**config.mk**
```make
export PLATFORM = sky130hd
export DESIGN_NAME = stdp_update_ctrl_flat
export DESIGN_NICKNAME = d
export VERILOG_FILES = /design/src/rtl/stdp_pkg.sv /design/src/rtl/stdp_update_ctrl_if.sv /design/src/rtl/first_spike_latch.sv /design/src/rtl/stdp_update_ctrl.sv /design/src/flat_wrapper.sv
export SDC_FILE = /design/constraint.sdc
export NUM_CORES = 1
export LEC_CHECK = 0
export CORE_MARGIN = 2
export CORE_UTILIZATION = 60
export DETAILED_ROUTE_END_ITERATION = 8
export DONT_BUFFER_PORTS = 1
export PLACE_DENSITY = 0.76
export SLEW_MARGIN = 20
export SYNTH_ARGS = -nofsm -noshare
export SYNTH_HDL_FRONTEND = slang
export SYNTH_HIERARCHICAL = 1
export SYNTH_SLANG_ARGS = --single-unit
```
**constraint.sdc**
```tcl
create_clock -name clk -period 7.4 [get_ports clk]
set_input_delay 1.85 -clock clk [delete_from_list [all_inputs] [get_ports clk]]
set_output_delay 1.85 -clock clk [all_outputs]
set_load 0.02 [all_outputs]
```
**src/rtl/stdp_pkg.sv**
```systemverilog
// rtl/stdp_pkg.sv - shared types and helpers for the STDP weight-update sequencer
//
// Purpose : sequencer state encoding, per-synapse update decision encoding,
//           and the maximum-weight helper used by the saturation guards.
// Ports   : none (package)
package stdp_pkg;

  typedef enum logic [1:0] {
    IDLE,
    CAPTURE,
    UPDATE,
    DONE
  } state_t;

  typedef enum logic [1:0] {
    NONE,
    POT,
    DEP
  } upd_t;

  // Largest value a weight counter of width w can hold.
  function automatic int max_weight(input int w);
    return (1 << w) - 1;
  endfunction

endpackage

```
**src/rtl/stdp_update_ctrl_if.sv**
```systemverilog
// rtl/stdp_update_ctrl_if.sv - spike fabric / weight bank bundle for the STDP sequencer
//
// Purpose : groups the window trigger, spike inputs, weight read-back and the
//           inc/dec pulse outputs that connect the sequencer to its neighbours.
// Ports   : gamma_start, in_spike[NUM_SYN], out_spike, weight_in[NUM_SYN*WEIGHT_W]
//           (driven by master); inc[NUM_SYN], dec[NUM_SYN], busy, done (driven by slave).
interface stdp_update_ctrl_if #(
  parameter int NUM_SYN  = 8,
  parameter int WEIGHT_W = 3
) ();

  logic                        gamma_start;
  logic [NUM_SYN-1:0]          in_spike;
  logic                        out_spike;
  logic [NUM_SYN*WEIGHT_W-1:0] weight_in;
  logic [NUM_SYN-1:0]          inc;
  logic [NUM_SYN-1:0]          dec;
  logic                        busy;
  logic                        done;

  modport master (
    output gamma_start, in_spike, out_spike, weight_in,
    input  inc, dec, busy, done
  );

  modport slave (
    input  gamma_start, in_spike, out_spike, weight_in,
    output inc, dec, busy, done
  );

endinterface

```
**src/rtl/first_spike_latch.sv**
```systemverilog
// rtl/first_spike_latch.sv - records whether and when the first spike of a window arrived
//
// Purpose : flag + time stamp of the first spike seen while capture_en is high;
//           later spikes leave the stamp untouched until the next clear.
// Ports   : clk, rst_n (async active-low), clear, capture_en, spike, t[TS_W],
//           flag (out), stamp[TS_W] (out).
module first_spike_latch #(
  parameter int TS_W = 3
) (
  input  logic            clk,
  input  logic            rst_n,
  input  logic            clear,
  input  logic            capture_en,
  input  logic            spike,
  input  logic [TS_W-1:0] t,
  output logic            flag,
  output logic [TS_W-1:0] stamp
);

  always_ff @(posedge clk or negedge rst_n) begin
    if (!rst_n) begin
      flag  <= 1'b0;
      stamp <= '0;
    end else if (clear) begin
      flag  <= 1'b0;
      stamp <= '0;
    end else if (capture_en && spike && !flag) begin
      flag  <= 1'b1;
      stamp <= t;
    end
  end

endmodule

```
**src/rtl/stdp_update_ctrl.sv**
```systemverilog
// rtl/stdp_update_ctrl.sv - STDP weight-update sequencer for one neuron's synapse bank
//
// Purpose : captures first-spike times of all inputs and the neuron output over a
//           GAMMA_LEN-cycle window, then walks the synapses one per cycle issuing
//           at most one registered inc or dec pulse each, with wrap-around guards.
// Ports   : clk, rst_n (async active-low), bus (stdp_update_ctrl_if.slave):
//           gamma_start, in_spike, out_spike, weight_in in; inc, dec, busy, done out.
// Build   : STDP_SILENT_DEPRESS_EN - synapses that never spiked while the neuron
//           fired are depressed (zero-guarded) instead of left alone.
module stdp_update_ctrl
  import stdp_pkg::*;
#(
  parameter int NUM_SYN   = 8,
  parameter int WEIGHT_W  = 3,
  parameter int GAMMA_LEN = 8
) (
  input logic               clk,
  input logic               rst_n,
  stdp_update_ctrl_if.slave bus
);

  localparam int TS_W  = (GAMMA_LEN > 1) ? $clog2(GAMMA_LEN) : 1;
  // One extra index value gives the drain cycle in which the last pulse is visible.
  localparam int IDX_W = $clog2(NUM_SYN + 1);
  localparam logic [WEIGHT_W-1:0] W_MAX = WEIGHT_W'(max_weight(WEIGHT_W));

  state_t state, state_nx;

  logic [TS_W-1:0]  t;
  logic [IDX_W-1:0] idx;

  logic               clear;
  logic               capture_en;
  logic [NUM_SYN-1:0] flag_in;
  logic [TS_W-1:0]    t_in [NUM_SYN];
  logic               flag_out;
  logic [TS_W-1:0]    t_out;

  logic [NUM_SYN-1:0]  onehot;
  logic                sel_flag;
  logic [TS_W-1:0]     sel_t;
  logic [WEIGHT_W-1:0] sel_w;
  upd_t                decision;
  logic                pot_ok;
  logic                dep_ok;

  logic [NUM_SYN-1:0] inc_q;
  logic [NUM_SYN-1:0] dec_q;

  assign clear      = (state == IDLE) && bus.gamma_start;
  assign capture_en = (state == CAPTURE);

  for (genvar g = 0; g < NUM_SYN; g++) begin : g_in_latch
    first_spike_latch #(.TS_W(TS_W)) u_in (
      .clk       (clk),
      .rst_n     (rst_n),
      .clear     (clear),
      .capture_en(capture_en),
      .spike     (bus.in_spike[g]),
      .t         (t),
      .flag      (flag_in[g]),
      .stamp     (t_in[g])
    );
  end

  first_spike_latch #(.TS_W(TS_W)) u_out (
    .clk       (clk),
    .rst_n     (rst_n),
    .clear     (clear),
    .capture_en(capture_en),
    .spike     (bus.out_spike),
    .t         (t),
    .flag      (flag_out),
    .stamp     (t_out)
  );

  always_ff @(posedge clk or negedge rst_n) begin
    if (!rst_n) begin
      state <= IDLE;
    end else begin
      state <= state_nx;
    end
  end

  always_comb begin
    state_nx = state;
    case (state)
      IDLE:    if (bus.gamma_start) state_nx = CAPTURE;
      CAPTURE: if (t == TS_W'(GAMMA_LEN - 1)) state_nx = UPDATE;
      UPDATE:  if (idx == IDX_W'(NUM_SYN)) state_nx = DONE;
      DONE:    state_nx = IDLE;
      default: state_nx = IDLE;
    endcase
  end

  always_ff @(posedge clk or negedge rst_n) begin
    if (!rst_n) begin
      t   <= '0;
      idx <= '0;
    end else begin
      t   <= (state == CAPTURE) ? t + 1'b1 : '0;
      idx <= (state == UPDATE) ? idx + 1'b1 : '0;
    end
  end

  // Select the synapse under evaluation; onehot stays zero on the drain cycle.
  always_comb begin
    onehot   = '0;
    sel_flag = 1'b0;
    sel_t    = '0;
    sel_w    = '0;
    for (int i = 0; i < NUM_SYN; i++) begin
      if (idx == IDX_W'(i)) begin
        onehot[i] = 1'b1;
        sel_flag  = flag_in[i];
        sel_t     = t_in[i];
        sel_w     = bus.weight_in[i*WEIGHT_W +: WEIGHT_W];
      end
    end
  end

  // Input at or before the output spike is causal; an input with no output
  // spike at all, or after it, is anti-causal.
  always_comb begin
    decision = NONE;
    if (sel_flag) begin
      decision = (flag_out && (sel_t <= t_out)) ? POT : DEP;
    end
`ifdef STDP_SILENT_DEPRESS_EN
    else if (flag_out) begin
      decision = DEP;
    end
`endif
  end

  assign pot_ok = (state == UPDATE) && (decision == POT) && (sel_w != W_MAX);
  assign dep_ok = (state == UPDATE) && (decision == DEP) && (sel_w != '0);

  always_ff @(posedge clk or negedge rst_n) begin
    if (!rst_n) begin
      inc_q <= '0;
      dec_q <= '0;
    end else begin
      inc_q <= pot_ok ? onehot : '0;
      dec_q <= dep_ok ? onehot : '0;
    end
  end

  assign bus.inc  = inc_q;
  assign bus.dec  = dec_q;
  assign bus.busy = (state == CAPTURE) || (state == UPDATE);
  assign bus.done = (state == DONE);

endmodule
```
**src/flat_wrapper.sv**
```systemverilog
// flat-port wrapper written by rule: the top's interface ports become plain ports
module stdp_update_ctrl_flat import stdp_pkg::*;
#(
  parameter int NUM_SYN   = 8,
  parameter int WEIGHT_W  = 3,
  parameter int GAMMA_LEN = 8
)
  (clk, rst_n, bus_gamma_start, bus_in_spike, bus_out_spike, bus_weight_in, bus_inc, bus_dec, bus_busy, bus_done);
  stdp_update_ctrl_if #(.NUM_SYN(NUM_SYN), .WEIGHT_W(WEIGHT_W)) bus_i ();
  input logic clk;
  input logic rst_n;
  input wire logic [$bits(bus_i.gamma_start)-1:0] bus_gamma_start;
  input wire logic [$bits(bus_i.in_spike)-1:0] bus_in_spike;
  input wire logic [$bits(bus_i.out_spike)-1:0] bus_out_spike;
  input wire logic [$bits(bus_i.weight_in)-1:0] bus_weight_in;
  output wire logic [$bits(bus_i.inc)-1:0] bus_inc;
  output wire logic [$bits(bus_i.dec)-1:0] bus_dec;
  output wire logic [$bits(bus_i.busy)-1:0] bus_busy;
  output wire logic [$bits(bus_i.done)-1:0] bus_done;
  assign bus_i.gamma_start = bus_gamma_start;
  assign bus_i.in_spike = bus_in_spike;
  assign bus_i.out_spike = bus_out_spike;
  assign bus_i.weight_in = bus_weight_in;
  assign bus_inc = bus_i.inc;
  assign bus_dec = bus_i.dec;
  assign bus_busy = bus_i.busy;
  assign bus_done = bus_i.done;
  stdp_update_ctrl #(.NUM_SYN(NUM_SYN), .WEIGHT_W(WEIGHT_W), .GAMMA_LEN(GAMMA_LEN)) u_core (.clk(clk), .rst_n(rst_n), .bus(bus_i));
endmodule
```
=== After elaboration in Yosys (flattened, before gate mapping) ===
Cells that the tools add are included.

* Add/sub/neg operators: 2
* Multiply operators: 0
* Div/mod/pow operators: 0
* Magnitude comparators: 1
* Eq/ne operators: 18
* Shifts and indexed selects: 0
* Muxes and demuxes: 78
* Bitwise operators: 0
* Reductions and logical operators: 47

{| class="wikitable"
|+ Operator list
! cell !! number
|-
| 3-bit 2-to-1 mux || 35
|-
| 1-bit 2-to-1 mux || 34
|-
| 1-bit logical AND || 24
|-
| 2-bit nonzero test || 9
|-
| 4-bit by 3-bit == test with 1-bit output, second input constant || 4
|-
| 8-bit 2-to-1 mux || 2
|-
| 2-bit 2-to-1 mux || 5
|-
| 1-bit logical NOT || 9
|-
| 4-bit by 2-bit == test with 1-bit output, second input constant || 2
|-
| 2-bit case mux with 4 select lines || 1
|-
| 2-bit == test, second input constant || 3
|-
| 4-bit by 1-bit adder with 4-bit output, second input constant || 1
|-
| 2-bit by 1-bit == test with 1-bit output, second input constant || 2
|-
| 4-bit by 1-bit == test with 1-bit output, second input constant || 1
|-
| 4-bit == test, second input constant || 1
|-
| 4-bit logical NOT || 1
|-
| 4-bit 2-to-1 mux || 1
|-
| 2-bit by 1-bit inequality test with 1-bit output, second input constant || 2
|-
| 3-bit by 1-bit adder with 3-bit output, second input constant || 1
|-
| 3-bit == test, second input constant || 1
|-
| 3-bit less-or-equal comparator || 1
|-
| 3-bit inequality test, second input constant || 1
|-
| 3-bit AND reduction || 1
|-
| 3-bit nonzero test || 1
|-
| 3 further kinds || 3
|}

* Register bits: 61
* Latch bits: 0
* Memory bits (writable): 0
* Bits in read-only memories: 0
* Input port bits: 36
* Word-level logic and storage cells: 169
* Memories: 0

=== Logic depth before layout (Yosys ltp) ===
* Depth after elaboration: 17
* Depth in mapped cells: 15

=== Cells and area by module ===
The synthesis kept the hierarchy.

{| class="wikitable"
|+ By module, submodules not included
! module !! times used !! cells each !! area an instance (µm²) !! seq. area each (µm²)
|-
| stdp_update_ctrl || 1 || 207 || 1888.1 || 625.6
|-
| first_spike_latch || 9 || 17 || 196.4 || 100.1
|}

=== Least setup slack after synthesis ===
No wires, ideal clock.

* Kind: input port to flip-flop
* Start point: input port bus_weight_in[12]
* End point: register u_core.dec_q[0] (netlist: u_core/bus.dec[0])
* Library setup time: 0.141 ns
* Arrival time: 2.883 ns
* Data required time: 7.259 ns
* Path slack: 4.376 ns
* Stages on the path: 5
* Cell sequence: a21o_1 > a32o_1 > a2bb2oi_2 > nor4_4 > a211oi_1

* Word-level cells in the longest chain between the ends: 7

{| class="wikitable"
|+ RTL lines
! element !! line !! source
|-
| start, declared || flat_wrapper.sv:15 || <nowiki>input wire logic [$bits(bus_i.weight_in)-1:0] bus_weight_in;</nowiki>
|-
| 3-bit 2-to-1 mux (4 in a row) || stdp_update_ctrl.sv:113 || <nowiki>if (idx == IDX_W'(i)) begin</nowiki>
|-
| 3-bit nonzero test || stdp_update_ctrl.sv:137 || <nowiki>assign dep_ok = (state == UPDATE) && (decision == DEP) && (sel_w != '0);</nowiki>
|-
| 1-bit logical AND || stdp_update_ctrl.sv:137 ||
|-
| 8-bit 2-to-1 mux || stdp_update_ctrl.sv:145 || <nowiki>dec_q <= dep_ok ? onehot : '0;</nowiki>
|-
| end signal, assigned || stdp_update_ctrl.sv:145 ||
|-
| end, declared || stdp_update_ctrl.sv:48 || <nowiki>logic [NUM_SYN-1:0] dec_q;</nowiki>
|}

No other way between the ends.
A chain may end at the register's enable or synchronous reset.

=== Worst setup path after layout ===
* Start point: register u_core.idx[1]
* End point: register u_core.inc_q[0] (netlist: u_core/bus.inc[0])

* Word-level cells in the longest chain between the ends: 17
* Elaborated cells between the ends (all ways): 42
* Those cells by class: order compare (1); eq/ne (9); mux (28); reduce/logical (4)

{| class="wikitable"
|+ RTL lines
! element !! line !! source
|-
| start, declared || stdp_update_ctrl.sv:30 || <nowiki>logic [IDX_W-1:0] idx;</nowiki>
|-
| start signal, assigned || stdp_update_ctrl.sv:102 || <nowiki>idx <= (state == UPDATE) ? idx + 1'b1 : '0;</nowiki>
|-
| 4-bit logical NOT || stdp_update_ctrl.sv:113 ||
|-
| 3-bit 2-to-1 mux (8 in a row) || stdp_update_ctrl.sv:113 ||
|-
| 3-bit less-or-equal comparator || stdp_update_ctrl.sv:127 || <nowiki>decision = (flag_out && (sel_t <= t_out)) ? POT : DEP;</nowiki>
|-
| 1-bit logical AND || stdp_update_ctrl.sv:127 ||
|-
| 2-bit 2-to-1 mux || stdp_update_ctrl.sv:127 ||
|-
| 2-bit 2-to-1 mux || stdp_update_ctrl.sv:126 || <nowiki>if (sel_flag) begin</nowiki>
|-
| 2-bit by 1-bit == test with 1-bit output || stdp_update_ctrl.sv:136 || <nowiki>assign pot_ok = (state == UPDATE) && (decision == POT) && (sel_w != W_MAX);</nowiki>
|-
| 1-bit logical AND (2 in a row) || stdp_update_ctrl.sv:136 ||
|-
| 8-bit 2-to-1 mux (*) || stdp_update_ctrl.sv:144 || <nowiki>inc_q <= pot_ok ? onehot : '0;</nowiki>
|-
| end signal, assigned || stdp_update_ctrl.sv:144 ||
|-
| end, declared || stdp_update_ctrl.sv:47 || <nowiki>logic [NUM_SYN-1:0] inc_q;</nowiki>
|}

Mark *: on every way between the ends. The rest lies on a longest branch, timed or not.

==> results.md <==
- Status: complete, no violations
- Largest net degree at the start of global routing: 64
- Gpl congestion: 0.8476
- Routed WL per cell: roughly 19 um
- Final setup TNS: 0 ns
- GRT Util Overall: 0.2683
- RSZ-0062 raised after global routing: no
- LEAKAGE: 1.592 nW
- Vias in the first global route: 2653
- R2R Setup Slk: 3.99 ns
- Final total power: 0.001379 W
- Synth warn: 6
- Die Y: 82.06 um
- Final setup vio count: 0
- Startpoint Class: flip-flop
- Max Freq: 0.2930 GHz
- Post-Syn Area: 3656 um^2
- TritonCTS Buffers: 9
- DR iter-0 viols: 188
- Setup bufs post-CTS: 0
- I/O pins: 54
- Worst-Skew Late Latency: 0.34 ns
- Initial antenna violation count: 0
- Fill cells: 476
- Die ar.: 6734 um^2
- Final hold slack: 0.5249 ns
- WL final: slightly above 8000 um
- Die width: about 80 um
- DR pass1 iterations: 4
- Post-DP HPWL: 5579 um
- Place WS: around 4.0 ns
- Grt total ovfl: 0
- Sequential-to-total area share from yosys stat: 0.4175
- Worst r2r src: u_core/idx[1]
- # diodes: 0
- Slew Limit Fails: 0
- Net count after synthesis: 410
- CTS tree: done
- Dpl cell area: about 3600 um^2
- Via count: ~2700
- HP Start: u_core/idx[0]
- Vias/cell: 6.150
- Post-synthesis register bit count: 61
- Std cell rows: 28
- First-pass GRT wire length: between 10000 and 15000 um
- Clock root buffer: clkbuf_8
- Sinks on Clock Net: 61
- CTS Hold Bufs: 0
- P per Cell Area: 361.3 nW/um^2
- Layout area overhead: 4.381%
- Minimum clock period: 3.413 ns
- Critical path arrival: 3.66 ns
- CTS H-tree depth: 3
- Synth unique cells: 48
- Number of cells produced by synthesis: 360
- Post-synth ARST share: 1.000
- Main synth FF type: dfrtp_1
- Post-detailed-route count of antenna-violating nets: 0
- Part of the cycle the worst path needs: 0.4612
- Least-Margin Pin Slew: about 0.86 ns
- Clk_skew: 0.005315 ns
- Final hold violations: 0
- Final #Nets: 402
- CP Capture Type: flip-flop
- Slew HR: 0.4288
- Initial core utilization: 0.6175
- Worst Path Class, Setup: reg2reg
- Share of cells above drive strength 1: 0.08683
- Worst vdd ir: 342.0 uV
- # DRC: 0
- Design Area, Final: between 3000 and 4000 um^2
- Clock transition at path regs: 0.07 ns
- CTS max path bufs: 2
- HP Class: reg2reg
- Syn Area/Cell: 10.16 um^2
- Worst setup margin: 3.987 ns
- PostCTS Resize Cnt: 0
- Crit path max fanout: 26
- Max Cap Viol: 0
- Crit. Startpoint: u_core/idx[1]
- Post-synth EDFFs: 0
- Req. time, crit path: 7.64 ns
- Core area: roughly 5900 um^2
- PortBufs: 0
-- final cells by class --
class | count | area [um^2] | share of cell area
Clock buffer | 12 | 155.1 | 0.04066
Clock inverter | 4 | 70.07 | 0.01836
Inverter | 18 | 67.56 | 0.01770
Multi-Input combinational cell | 261 | 1896 | 0.4967
Sequential cell | 61 | 1526 | 0.4000
Tap cell | 75 | 93.84 | 0.02459
Timing Repair Buffer | 1 | 7.507 | 0.001967
-- metal layers --
metal	up-vias	GRT usage	routed length, um
li1	1250	-	-
met1	1303	0.3504	3629
met2	86	0.4171	3697
met3	18	0.07692	556
met4	0	0.1150	195
met5	-	0	0
-- synth_stat cells (all sizes together) (9+ instances only) --
master / count / area share
inv: 17 / 0.017
a21oi: 24 / 0.033
dfrtp: 61 / 0.42
a211oi: 16 / 0.033
mux2i: 27 / 0.074
ha: 14 / 0.048
buf: 18 / 0.043
nand2b: 59 / 0.10
and3b: 9 / 0.022
o21ai: 13 / 0.018
nor2: 12 / 0.012
nand2: 28 / 0.029
-- power breakdown --
group          switching, W  total, W  internal, W
clock network      0.000131  0.000338     0.000207
registers         0.0000758  0.000477     0.000401
logic              0.000335  0.000563     0.000229
total              0.000542   0.00138     0.000837
-- stage by stage --
step	instances	util
global placement	416	0.6065
finish	432	0.6445
floorplan	360	-
detailed placement	416	0.6065
global route	432	0.6445
CTS	432	0.6445
-- registers in the layout, indices dropped and copies added (netlist names) --
| signal | cells |
|---|---|
| u_core/u_out/flag | 1 |
| u_core/g_in_latch.u_in/flag | 8 |
| u_core/bus.inc | 8 |
| u_core/t | 3 |
| u_core/u_out/stamp | 3 |
| u_core/bus.dec | 8 |
| u_core/state | 2 |
| u_core/idx | 4 |
| u_core/g_in_latch.u_in/stamp | 24 |
-- layout by cell type, fill, tap and decap left out, types with 3 or more instances in the layout --
cell type   n
a21oi_1    24
nor2_1     12
o22a_2      3
nand2_1    28
nand2b_1   59
o21ai_0     5
o211a_1     3
a211oi_1   16
ha_1       14
and3b_1     9
nand3b_1    8
and2_1      8
a31oi_1     3
dfrtp_1    61
inv_1      15
clkbuf_8   11
o21ai_1     8
nor2b_1     4
mux2i_1    27
-- path summary, 6_finish.rpt --
kind	to	cells past startpoint
worst max-delay path	u_core/bus.inc[0]	13
worst min-delay path	u_core/idx[0]	1
worst max register to register	u_core/bus.inc[0]	13
worst min register to register	u_core/idx[0]	1
max in group asynchronous	u_core/idx[3]	0
min in group asynchronous	u_core/bus.inc[7]	0
-- logic make-up after synthesis --
family,after synthesis,synth area share
flops,61,0.4175
xor+xnor,2,0.004792
simple gates,133,0.2142
compound gates,84,0.1715
mux,28,0.08008
buf+inv,38,0.06400
fa+ha+maj,14,0.04791
-- worst max-delay path, stage by stage (launching register included) --
cell and delay (ns):
dfrtp_1 0.41, inv_1 0.09, ha_1 0.70, nand3b_1 0.20, a21oi_1 0.08, a21oi_1 0.15, o21ai_1 0.07, o211a_1 0.23
ha_1 0.30, nor2b_1 0.13, o21ai_0 0.20, a32o_1 0.22, o2111ai_4 0.21, a211oi_1 0.29
Power figures use the tool's default switching activity.
